**src/rtl/fetch_pc_unit.sv**
```systemverilog
// -----------------------------------------------------------------------------
// fetch_pc_unit
//
// Instruction-fetch stage. Owns the PC register that addresses instruction
// memory, captures the returned instruction into the IF/ID pipeline register,
// applies branch redirects (flushing the wrong-path fetch), and performs a
// drain-then-halt sequence when decode reports a halt instruction.
//
// Ports:
//   clk          in   1     clock, all state updates on rising edge
//   reset        in   1     synchronous, active-high reset
//   stall        in   1     hazard-unit stall; hold PC and IF/ID
//   PcSel        in   1     branch unit: redirect taken this cycle
//   BrPC         in   32    branch unit: redirect target
//   halt_req     in   1     decode saw halt instruction (level)
//   instr_in     in   32    instruction memory data for pc_out (same cycle)
//   pc_out       out  PC_W  current PC / instruction-memory byte address
//   if_id_pc     out  PC_W  PC of instruction held in IF/ID
//   if_id_instr  out  32    instruction held in IF/ID
//   if_id_valid  out  1     IF/ID holds a real (non-bubble) instruction
//   halted       out  1     sticky: core has drained and stopped fetching
//   fetch_count  out  32    count of valid instructions loaded into IF/ID
// -----------------------------------------------------------------------------
module fetch_pc_unit #(
  parameter int          PC_W       = 9,
  parameter int          HALT_DRAIN = 2,             // 1..15
  parameter logic [31:0] NOP_INSTR  = 32'h0000_0013  // addi x0,x0,0
) (
  input  logic            clk,
  input  logic            reset,
  input  logic            stall,
  input  logic            PcSel,
  input  logic [31:0]     BrPC,
  input  logic            halt_req,
  input  logic [31:0]     instr_in,
  output logic [PC_W-1:0] pc_out,
  output logic [PC_W-1:0] if_id_pc,
  output logic [31:0]     if_id_instr,
  output logic            if_id_valid,
  output logic            halted,
  output logic [31:0]     fetch_count
);

  typedef enum logic [1:0] {
    ST_RUN,
    ST_DRAIN,
    ST_HALTED
  } state_t;

  localparam logic [PC_W-1:0] PC_STEP    = PC_W'(4);
  localparam logic [3:0]      DRAIN_INIT = 4'(HALT_DRAIN);

  state_t          state;
  logic [3:0]      drain_cnt;
  logic [PC_W-1:0] redirect_pc;

  // Redirect targets are word aligned; the byte-offset bits and everything
  // above the PC width are dropped.
  assign redirect_pc = {BrPC[PC_W-1:2], 2'b00};

  // Discarded BrPC bits, gathered so they are visibly intentional.
  logic unused_br_bits;
  assign unused_br_bits = ^{BrPC[31:PC_W], BrPC[1:0]};

  // NOTE: every register here is written with non-blocking assignments so
  // that all reads in this block see the pre-edge values (e.g. if_id_pc takes
  // the old pc_out while pc_out advances on the same edge).
  always_ff @(posedge clk) begin
    if (reset) begin
      state       <= ST_RUN;
      drain_cnt   <= '0;
      pc_out      <= '0;
      if_id_pc    <= '0;
      if_id_instr <= NOP_INSTR;
      if_id_valid <= 1'b0;
      halted      <= 1'b0;
      fetch_count <= '0;
    end else begin
      case (state)
        ST_RUN: begin
          if (PcSel) begin
            // Redirect beats stall and halt_req: anything fetched or decoded
            // this cycle is on the wrong path.
            pc_out      <= redirect_pc;
            if_id_pc    <= '0;
            if_id_instr <= NOP_INSTR;
            if_id_valid <= 1'b0;
          end else if (stall) begin
            // Hold PC, IF/ID and fetch_count; a pending halt_req waits too.
          end else if (halt_req) begin
            // Stop fetching; the halt itself sits in decode, so IF/ID gets a
            // bubble while older instructions drain from later stages.
            state       <= ST_DRAIN;
            drain_cnt   <= DRAIN_INIT;
            if_id_pc    <= '0;
            if_id_instr <= NOP_INSTR;
            if_id_valid <= 1'b0;
          end else begin
            if_id_pc    <= pc_out;
            if_id_instr <= instr_in;
            if_id_valid <= 1'b1;
            pc_out      <= pc_out + PC_STEP;
            fetch_count <= fetch_count + 32'd1;
          end
        end

        ST_DRAIN: begin
          if (PcSel) begin
            // An older branch resolved taken, so the halt was speculative.
            state       <= ST_RUN;
            drain_cnt   <= '0;
            pc_out      <= redirect_pc;
            if_id_pc    <= '0;
            if_id_instr <= NOP_INSTR;
            if_id_valid <= 1'b0;
          end else if (drain_cnt <= 4'd1) begin
            // The <= also catches a zero count so the drain can never stick.
            state     <= ST_HALTED;
            drain_cnt <= '0;
            halted    <= 1'b1;
          end else begin
            drain_cnt <= drain_cnt - 4'd1;
          end
        end

        ST_HALTED: begin
          // Frozen until reset.
        end

        // NOTE: the unused state encoding recovers to RUN rather than
        // falling through silently, so a corrupted state cannot lock up fetch.
        default: begin
          state     <= ST_RUN;
          drain_cnt <= '0;
        end
      endcase
    end
  end

endmodule
```
**config.mk**
```make
export PLATFORM = sky130hd
export DESIGN_NAME = fetch_pc_unit
export DESIGN_NICKNAME = d
export VERILOG_FILES = /design/src/rtl/fetch_pc_unit.sv
export SDC_FILE = /design/constraint.sdc
export NUM_CORES = 1
export LEC_CHECK = 0
export CAP_MARGIN = 20
export CORE_UTILIZATION = 38
export CTS_CLUSTER_DIAMETER = 80
export CTS_CLUSTER_SIZE = 16
export DETAILED_ROUTE_END_ITERATION = 8
export PLACE_DENSITY = 0.84
export SLEW_MARGIN = 0
export SYNTH_ARGS = -nofsm -noshare
export SYNTH_HDL_FRONTEND = slang
export SYNTH_SLANG_ARGS = --single-unit
```
**constraint.sdc**
```tcl
create_clock -name clk -period 2.1 [get_ports clk]
set_input_delay 0.21 -clock clk [delete_from_list [all_inputs] [get_ports clk]]
set_output_delay 0.21 -clock clk [all_outputs]
set_load 0.03 [all_outputs]
```
After elaboration in Yosys (flattened, before gate mapping)
Index checks and enable logic that the tools add are counted.
{ "totals": {"word_cells": 65, "register_bits": 90, "inputBits": 69} }
{ "classes": {"magnitude_cmp": 1, "add_sub_neg": 3, "bitwise_logic": 4, "eq_ne": 9, "n_reduce_logical": 8, "muxes": 32} }
{ "ops": {"columns": ["cell", "count"], "rows": [
  ["$mux W32", 4],
  ["$mux W9", 8],
  ["$pmux W32 S2", 1],
  ["$pmux W9 S2", 2],
  ["$add A32 B1 Y32 const B", 1],
  ["$mux W4", 5],
  ["$pmux W4 S3", 1],
  ["$reduce_and A4 Y1", 3],
  ["$mux W2", 5],
  ["$add A9 B3 Y9 const B", 1],
  ["$ne A3 B3 Y1 const B", 3],
  ["$ne A2 B2 Y1 const B", 4],
  ["$pmux W2 S3", 1],
  ["$reduce_and A3 Y1", 2],
  ["$reduce_and A5 Y1", 1],
  ["$le A4 B1 Y1 const B", 1],
  ["$mux W1", 4],
  ["$not A1 Y1", 4],
  ["$sub A4 B1 Y4 const B", 1],
  ["$eq A2 B1 Y1 const B", 1],
  ["$eq A2 B2 Y1 const B", 1],
  ["$logic_not A2 Y1", 1],
  ["$pmux W1 S2", 1],
  ["$reduce_bool A2 Y1", 1]
]} }

Longest topological paths before layout
{ "depth": {"depth_word": 5, "depth_mapped": 7, "mapped_depth_nobuf": 7} }

Worst setup path after synthesis
No wires, ideal clock.
{ "synth_timing": {"path_type": "reg2reg", "startpoint": "register fetch_count[6]", "endpoint": "register fetch_count[31]", "n_path_buf": 0, "t_required_ps": 1972, "stages_incl_launch_ff": 6, "period_less_slack_ps": 2118, "slack_ps": -18, "arrival_time_ps": 1990, "path_cell_list": "dfxtp_1 nand4_1 or4_4 nor4_4 xnor2_1 nor2_1"} }
{ "synth_via": {"elab_chain_cells": 1} }
{ "synth_lines": {"columns": ["element", "line", "source"], "rows": [
  ["start: declaration", "41", "output logic [31:0] fetch_count"],
  ["start signal: assignment", "103", "fetch_count <= fetch_count + 32'd1;"],
  ["$add A32 B1 Y32", "103", null]
]} }
No other way between the ends.
A chain may end at the register's enable or synchronous reset.

Worst setup path in the final report
{ "layout_timing": {"startpoint": "register state[0]", "endpoint": "register fetch_count[20]"} }
{ "layout_via": {"elab_chain_cells": 2} }
{ "layout_lines": {"columns": ["element", "line", "source"], "rows": [
  ["start: declaration", "53", "state_t state;"],
  ["start signal: assignment", "70", "state <= ST_RUN;"],
  ["start signal: assignment", "93", "state <= ST_DRAIN;"],
  ["start signal: assignment", "110", "state <= ST_RUN;"],
  ["$logic_not A2 Y1", "79", "case (state)"],
  ["$reduce_and A4 Y1 (no line)", null, null]
]} }
No other way between the ends.

==> impl_metrics.xml <==
<?xml version="1.0" encoding="UTF-8"?>
<metrics>
  <group name="worst_setup_path">
    <metric name="crit_family" unit="">simple AND/OR/NAND/NOR gates</metric>
    <metric name="critPathMaxFanout" unit="">11</metric>
    <metric name="path_cells" unit="">or3_4 -&gt; or4_1 -&gt; buf_4 -&gt; nor4_4 -&gt; xnor2_1 -&gt; nor2_1</metric>
    <metric name="cpMaxStageDelayCell" unit="">sky130_fd_sc_hd__or4_1</metric>
    <metric name="worstSetupPathType" unit="">reg2reg</metric>
    <metric name="critical_path_arrival" unit="ns">2.23</metric>
    <metric name="start_kind" unit="">register</metric>
    <metric name="critPathRequiredTime" unit="ns">2.33</metric>
    <metric name="crit_path_max_incr_delay" unit="ns">0.47</metric>
    <metric name="crit_path_end_kind" unit="">register</metric>
    <metric name="crit_buf_inv" unit="">1</metric>
  </group>
  <group name="final_layout">
    <metric name="register_area" unit="um^2">1740</metric>
    <metric name="n_antenna_cell" unit="">0</metric>
    <metric name="finish.cell_count_without_fillers" unit="">676</metric>
    <metric name="finish.instance_area" unit="um^2">5340</metric>
    <metric name="area_overhead_of_the_layout_relative_to_synthesis" unit="%">47.0</metric>
    <metric name="finalNetCount" unit="">617</metric>
    <metric name="finalCoreUtilization" unit="%">57.8</metric>
    <metric name="fillerInstances" unit="">804</metric>
    <metric name="post_route_cells_drive_above_1_share" unit="%">10.1</metric>
    <metric name="multi_input_comb_area" unit="um^2">1750</metric>
  </group>
  <group name="timing">
    <metric name="final.setup_skew" unit="ns">0.00905</metric>
    <metric name="max_freq" unit="MHz">501</metric>
    <metric name="worst-slew-pin-transition" unit="ns">0.713</metric>
    <metric name="max_slew_margin" unit="%">51.9</metric>
    <metric name="rsz_0062_raised_after_global_routing" unit="">false</metric>
    <metric name="fin_crit" unit="ns">2.00</metric>
    <metric name="setup-violations-final" unit="">0</metric>
    <metric name="finalSetupTns" unit="ns">0</metric>
    <metric name="timing.final.max_slew_violations" unit="">0</metric>
    <metric name="hold_vio_cnt_final" unit="">0</metric>
    <metric name="fin_hold_ws" unit="ns">0.331</metric>
    <metric name="fin_crit_sh" unit="%">95.1</metric>
  </group>
  <group name="place">
    <metric name="globalplace.congestion" unit="">0.806</metric>
    <metric name="placed_cells" unit="">662</metric>
    <metric name="numPortBuffers" unit="">125</metric>
    <metric name="dpl_cell_area" unit="um^2">5140</metric>
    <metric name="dpl.hpwl" unit="um">6650</metric>
  </group>
  <group name="synthesis">
    <metric name="synthDistinctLibCells" unit="">45</metric>
    <metric name="synth_ff_type" unit="">sky130_fd_sc_hd__dfxtp_1</metric>
    <metric name="synth.cell_area" unit="um^2">3630</metric>
    <metric name="postSynthAreaPerCell" unit="um^2">8.84</metric>
    <metric name="synth_edf_count" unit="">0</metric>
    <metric name="synth_top_area_share" unit="%">47.9</metric>
    <metric name="ys_seq_elements" unit="">87</metric>
    <metric name="gate_count_post_synth" unit="">411</metric>
    <metric name="ys_top_cells_by_area" unit="">sky130_fd_sc_hd__dfxtp_1 (48%), sky130_fd_sc_hd__nor2_1 (8.1%), sky130_fd_sc_hd__a22oi_1 (7.6%), sky130_fd_sc_hd__xnor2_1 (3.4%), sky130_fd_sc_hd__xor2_1 (2.9%)</metric>
    <metric name="synth_sequential_area_ratio" unit="%">47.9</metric>
    <metric name="synth_area_leader_cell" unit="">sky130_fd_sc_hd__dfxtp_1</metric>
    <metric name="count_of_synthesis_stage_warnings_from_yosys" unit="">0</metric>
    <metric name="synthArstFlopShare" unit="%">0</metric>
  </group>
  <group name="route">
    <metric name="route.met3.wl" unit="um">707</metric>
    <metric name="drtAntennaViolNets" unit="">0</metric>
    <metric name="drtIter0Drc" unit="">161</metric>
    <metric name="postRouteWirelength" unit="um">9510</metric>
    <metric name="vias" unit="">3431</metric>
    <metric name="detail_route.vias_per_cell" unit="">5.08</metric>
    <metric name="detailedRoute.firstPassIterationCount" unit="">5</metric>
    <metric name="route.top_layer_used" unit="">met4</metric>
    <metric name="routedWlPerCell" unit="um">14.1</metric>
    <metric name="wl_met1" unit="um">4050</metric>
    <metric name="dr_wl_met2" unit="um">4680</metric>
    <metric name="drcViolationCount" unit="">0</metric>
  </group>
  <group name="outcome">
    <metric name="status" unit="">finished, final reports clean</metric>
  </group>
  <group name="floorplan">
    <metric name="chipWidth" unit="um">99.8</metric>
    <metric name="initial_core_util" unit="%">39.3</metric>
    <metric name="fp.dieH" unit="um">99.8</metric>
    <metric name="design.die.area" unit="um^2">9960</metric>
    <metric name="core_area" unit="um^2">9240</metric>
    <metric name="site_rows" unit="">35</metric>
    <metric name="boundaryPins" unit="">153</metric>
  </group>
  <group name="global_routing">
    <metric name="overall_global_routing_usage" unit="%">19.3</metric>
    <metric name="first_global_vias" unit="">3285</metric>
    <metric name="globalRouteOverflowTotal" unit="">0</metric>
    <metric name="grt_antenna_before_repair" unit="">0</metric>
    <metric name="global_route_wire_length_before_repair" unit="um">15400</metric>
    <metric name="maximum_number_of_pins_on_one_net_before_global_route_repair" unit="">88</metric>
  </group>
  <group name="cts">
    <metric name="tritoncts_num_sinks" unit="">87</metric>
    <metric name="htree_levels" unit="">3</metric>
    <metric name="cts.clk_slew.worst_paths" unit="ns">0.08</metric>
    <metric name="postCtsSetupBuffers" unit="">0</metric>
    <metric name="ctsRootBufferMaster" unit="">sky130_fd_sc_hd__clkbuf_8</metric>
    <metric name="maximum_count_of_clock_buffers_along_a_single_path" unit="">2</metric>
    <metric name="hold_buf_count_cts" unit="">0</metric>
    <metric name="worst_skew_pair.late_latency" unit="ns">0.35</metric>
    <metric name="tritoncts" unit="">built</metric>
    <metric name="cts_made_buffers" unit="">9</metric>
  </group>
  <group name="power">
    <metric name="cell_internal_pwr" unit="W">0.00251</metric>
    <metric name="pwr-share-clk" unit="%">36.8</metric>
    <metric name="p_sw_share" unit="%">24.0</metric>
    <metric name="combinationalPowerShare" unit="%">11.6</metric>
    <metric name="irDropWorstVdd" unit="mV">0.424</metric>
    <metric name="p_switching" unit="W">0.000792</metric>
    <metric name="share_seq_of_total_power" unit="%">51.6</metric>
    <metric name="power.density_cell_area" unit="nW/um^2">619</metric>
    <metric name="power.leakage" unit="nW">1.86</metric>
  </group>
  <group name="hold_path">
    <metric name="hold_class" unit="">in2reg</metric>
  </group>
  <group name="run">
    <metric name="maxCapViolCount" unit="">0</metric>
  </group>
</metrics>
## area by class of cell
cell class | count | share of cell area (%)
multi-input cells | 289 | 32.7
clock buffers | 9 | 2.32
flip-flops and latches | 87 | 32.6
well taps | 129 | 3.02
clock inverters | 5 | 1.41
repair buffers | 148 | 27.3
inverters | 9 | 0.633
## per-layer routing
layer  up-vias  global-route usage (%)
li1       1698                       -
met1      1620                    22.5
met2       107                    33.9
met3         6                    7.24
met4         0                    4.07
met5         -                       0
## placed cells by master (no fill, tap or decap), types with 4 or more instances in the layout
cell	Yosys	routed
sky130_fd_sc_hd__clkdlybuf4s50_1	0	124
sky130_fd_sc_hd__dfxtp_1	87	86
sky130_fd_sc_hd__nor2_1	78	77
sky130_fd_sc_hd__a22oi_1	37	37
sky130_fd_sc_hd__buf_4	4	20
sky130_fd_sc_hd__a21oi_1	19	19
sky130_fd_sc_hd__nor3_1	16	16
sky130_fd_sc_hd__nand2_1	16	16
sky130_fd_sc_hd__o21ai_0	16	16
sky130_fd_sc_hd__xnor2_1	14	14
sky130_fd_sc_hd__xor2_1	12	12
sky130_fd_sc_hd__nand3_1	11	11
sky130_fd_sc_hd__nand4_1	10	10
sky130_fd_sc_hd__inv_1	9	9
sky130_fd_sc_hd__clkbuf_8	0	9
sky130_fd_sc_hd__or3_1	8	7
sky130_fd_sc_hd__nor2b_1	4	4
sky130_fd_sc_hd__nand2b_1	4	4
sky130_fd_sc_hd__nor4_2	4	4
sky130_fd_sc_hd__ha_1	4	4
## synth_stat cells (2+ instances only)
master	n
sky130_fd_sc_hd__a21o_1	2
sky130_fd_sc_hd__a21oi_1	19
sky130_fd_sc_hd__a22oi_1	37
sky130_fd_sc_hd__and2_1	2
sky130_fd_sc_hd__and3_1	3
sky130_fd_sc_hd__and4_1	2
sky130_fd_sc_hd__buf_2	2
sky130_fd_sc_hd__buf_4	4
sky130_fd_sc_hd__clkbuf_1	19
sky130_fd_sc_hd__dfxtp_1	87
sky130_fd_sc_hd__ha_1	4
sky130_fd_sc_hd__inv_1	9
sky130_fd_sc_hd__nand2_1	16
sky130_fd_sc_hd__nand2b_1	4
sky130_fd_sc_hd__nand3_1	11
sky130_fd_sc_hd__nand4_1	10
sky130_fd_sc_hd__nor2_1	78
sky130_fd_sc_hd__nor2b_1	4
sky130_fd_sc_hd__nor3_1	16
sky130_fd_sc_hd__nor3b_1	2
sky130_fd_sc_hd__nor4_2	4
sky130_fd_sc_hd__nor4_4	2
sky130_fd_sc_hd__o21ai_0	16
sky130_fd_sc_hd__o22ai_1	3
sky130_fd_sc_hd__or3_1	8
sky130_fd_sc_hd__or3b_2	3
sky130_fd_sc_hd__or4_4	2
sky130_fd_sc_hd__xnor2_1	14
sky130_fd_sc_hd__xor2_1	12
## what timing repair did
| item | CTS | global route |
|---|---|---|
| endpoints found under the hold margin | 0 | 0 |
| resized for setup | 0 | 1 |
| setup endpoints to repair | 0 | 1 |
## kinds of logic after synthesis
kind of cell	after synthesis	synth area share (%)
AND/OR/NAND/NOR	172	24.7
flip-flops	87	47.9
AO/OA/AOI/OAI	83	14.7
buffers and inverters	36	4.41
XOR/XNOR	26	6.27
adder cells (fa/ha/maj)	4	1.38
multiplexers	2	0.585
other	1	0.103
## path summary, 6_finish.rpt
path | from | endpoint | slack [ns] | cells past startpoint
hold / removal | reset | fetch_count[16] | 0.33 | 3
setup reg to reg | state[0] | fetch_count[20] | 0.10 | 6
setup / recovery | state[0] | fetch_count[20] | 0.10 | 6
hold reg to reg | halted | halted | 0.45 | 2
## worst min-delay path: cells and delay by family
kind,cells,cell delay [ns]
simple gates,1,0.12
buf+inv,2,0.30
## sequential cells by signal (all words and copies together) (netlist names)
register     count
halted           1
if_id_pc         8
state            2
if_id_instr     32
if_id_valid      1
pc_out           7
fetch_count     32
drain_cnt        4
## power groups by stage
stage	combinational, W	sequential, W	clock (W)
detailed placement	0.000381	0.00174	0
global placement	0.000373	0.00174	0
floorplan	0.000140	0.00179	0
finish	0.000382	0.00171	0.00122
CTS	0.000383	0.00171	0.00125
global route	0.000412	0.00171	0.00132
## per-stage QoR
stage	setup slack, ns	power, W
2_1_floorplan	0.000449	0.00193
3_3_place_gp	-0.180	0.00212
3_5_place_dp	-0.249	0.00212
4_1_cts	0.0477	0.00334
5_1_grt	0.0105	0.00344
6_report	0.102	0.00330
Power figures use the tool's default switching activity.
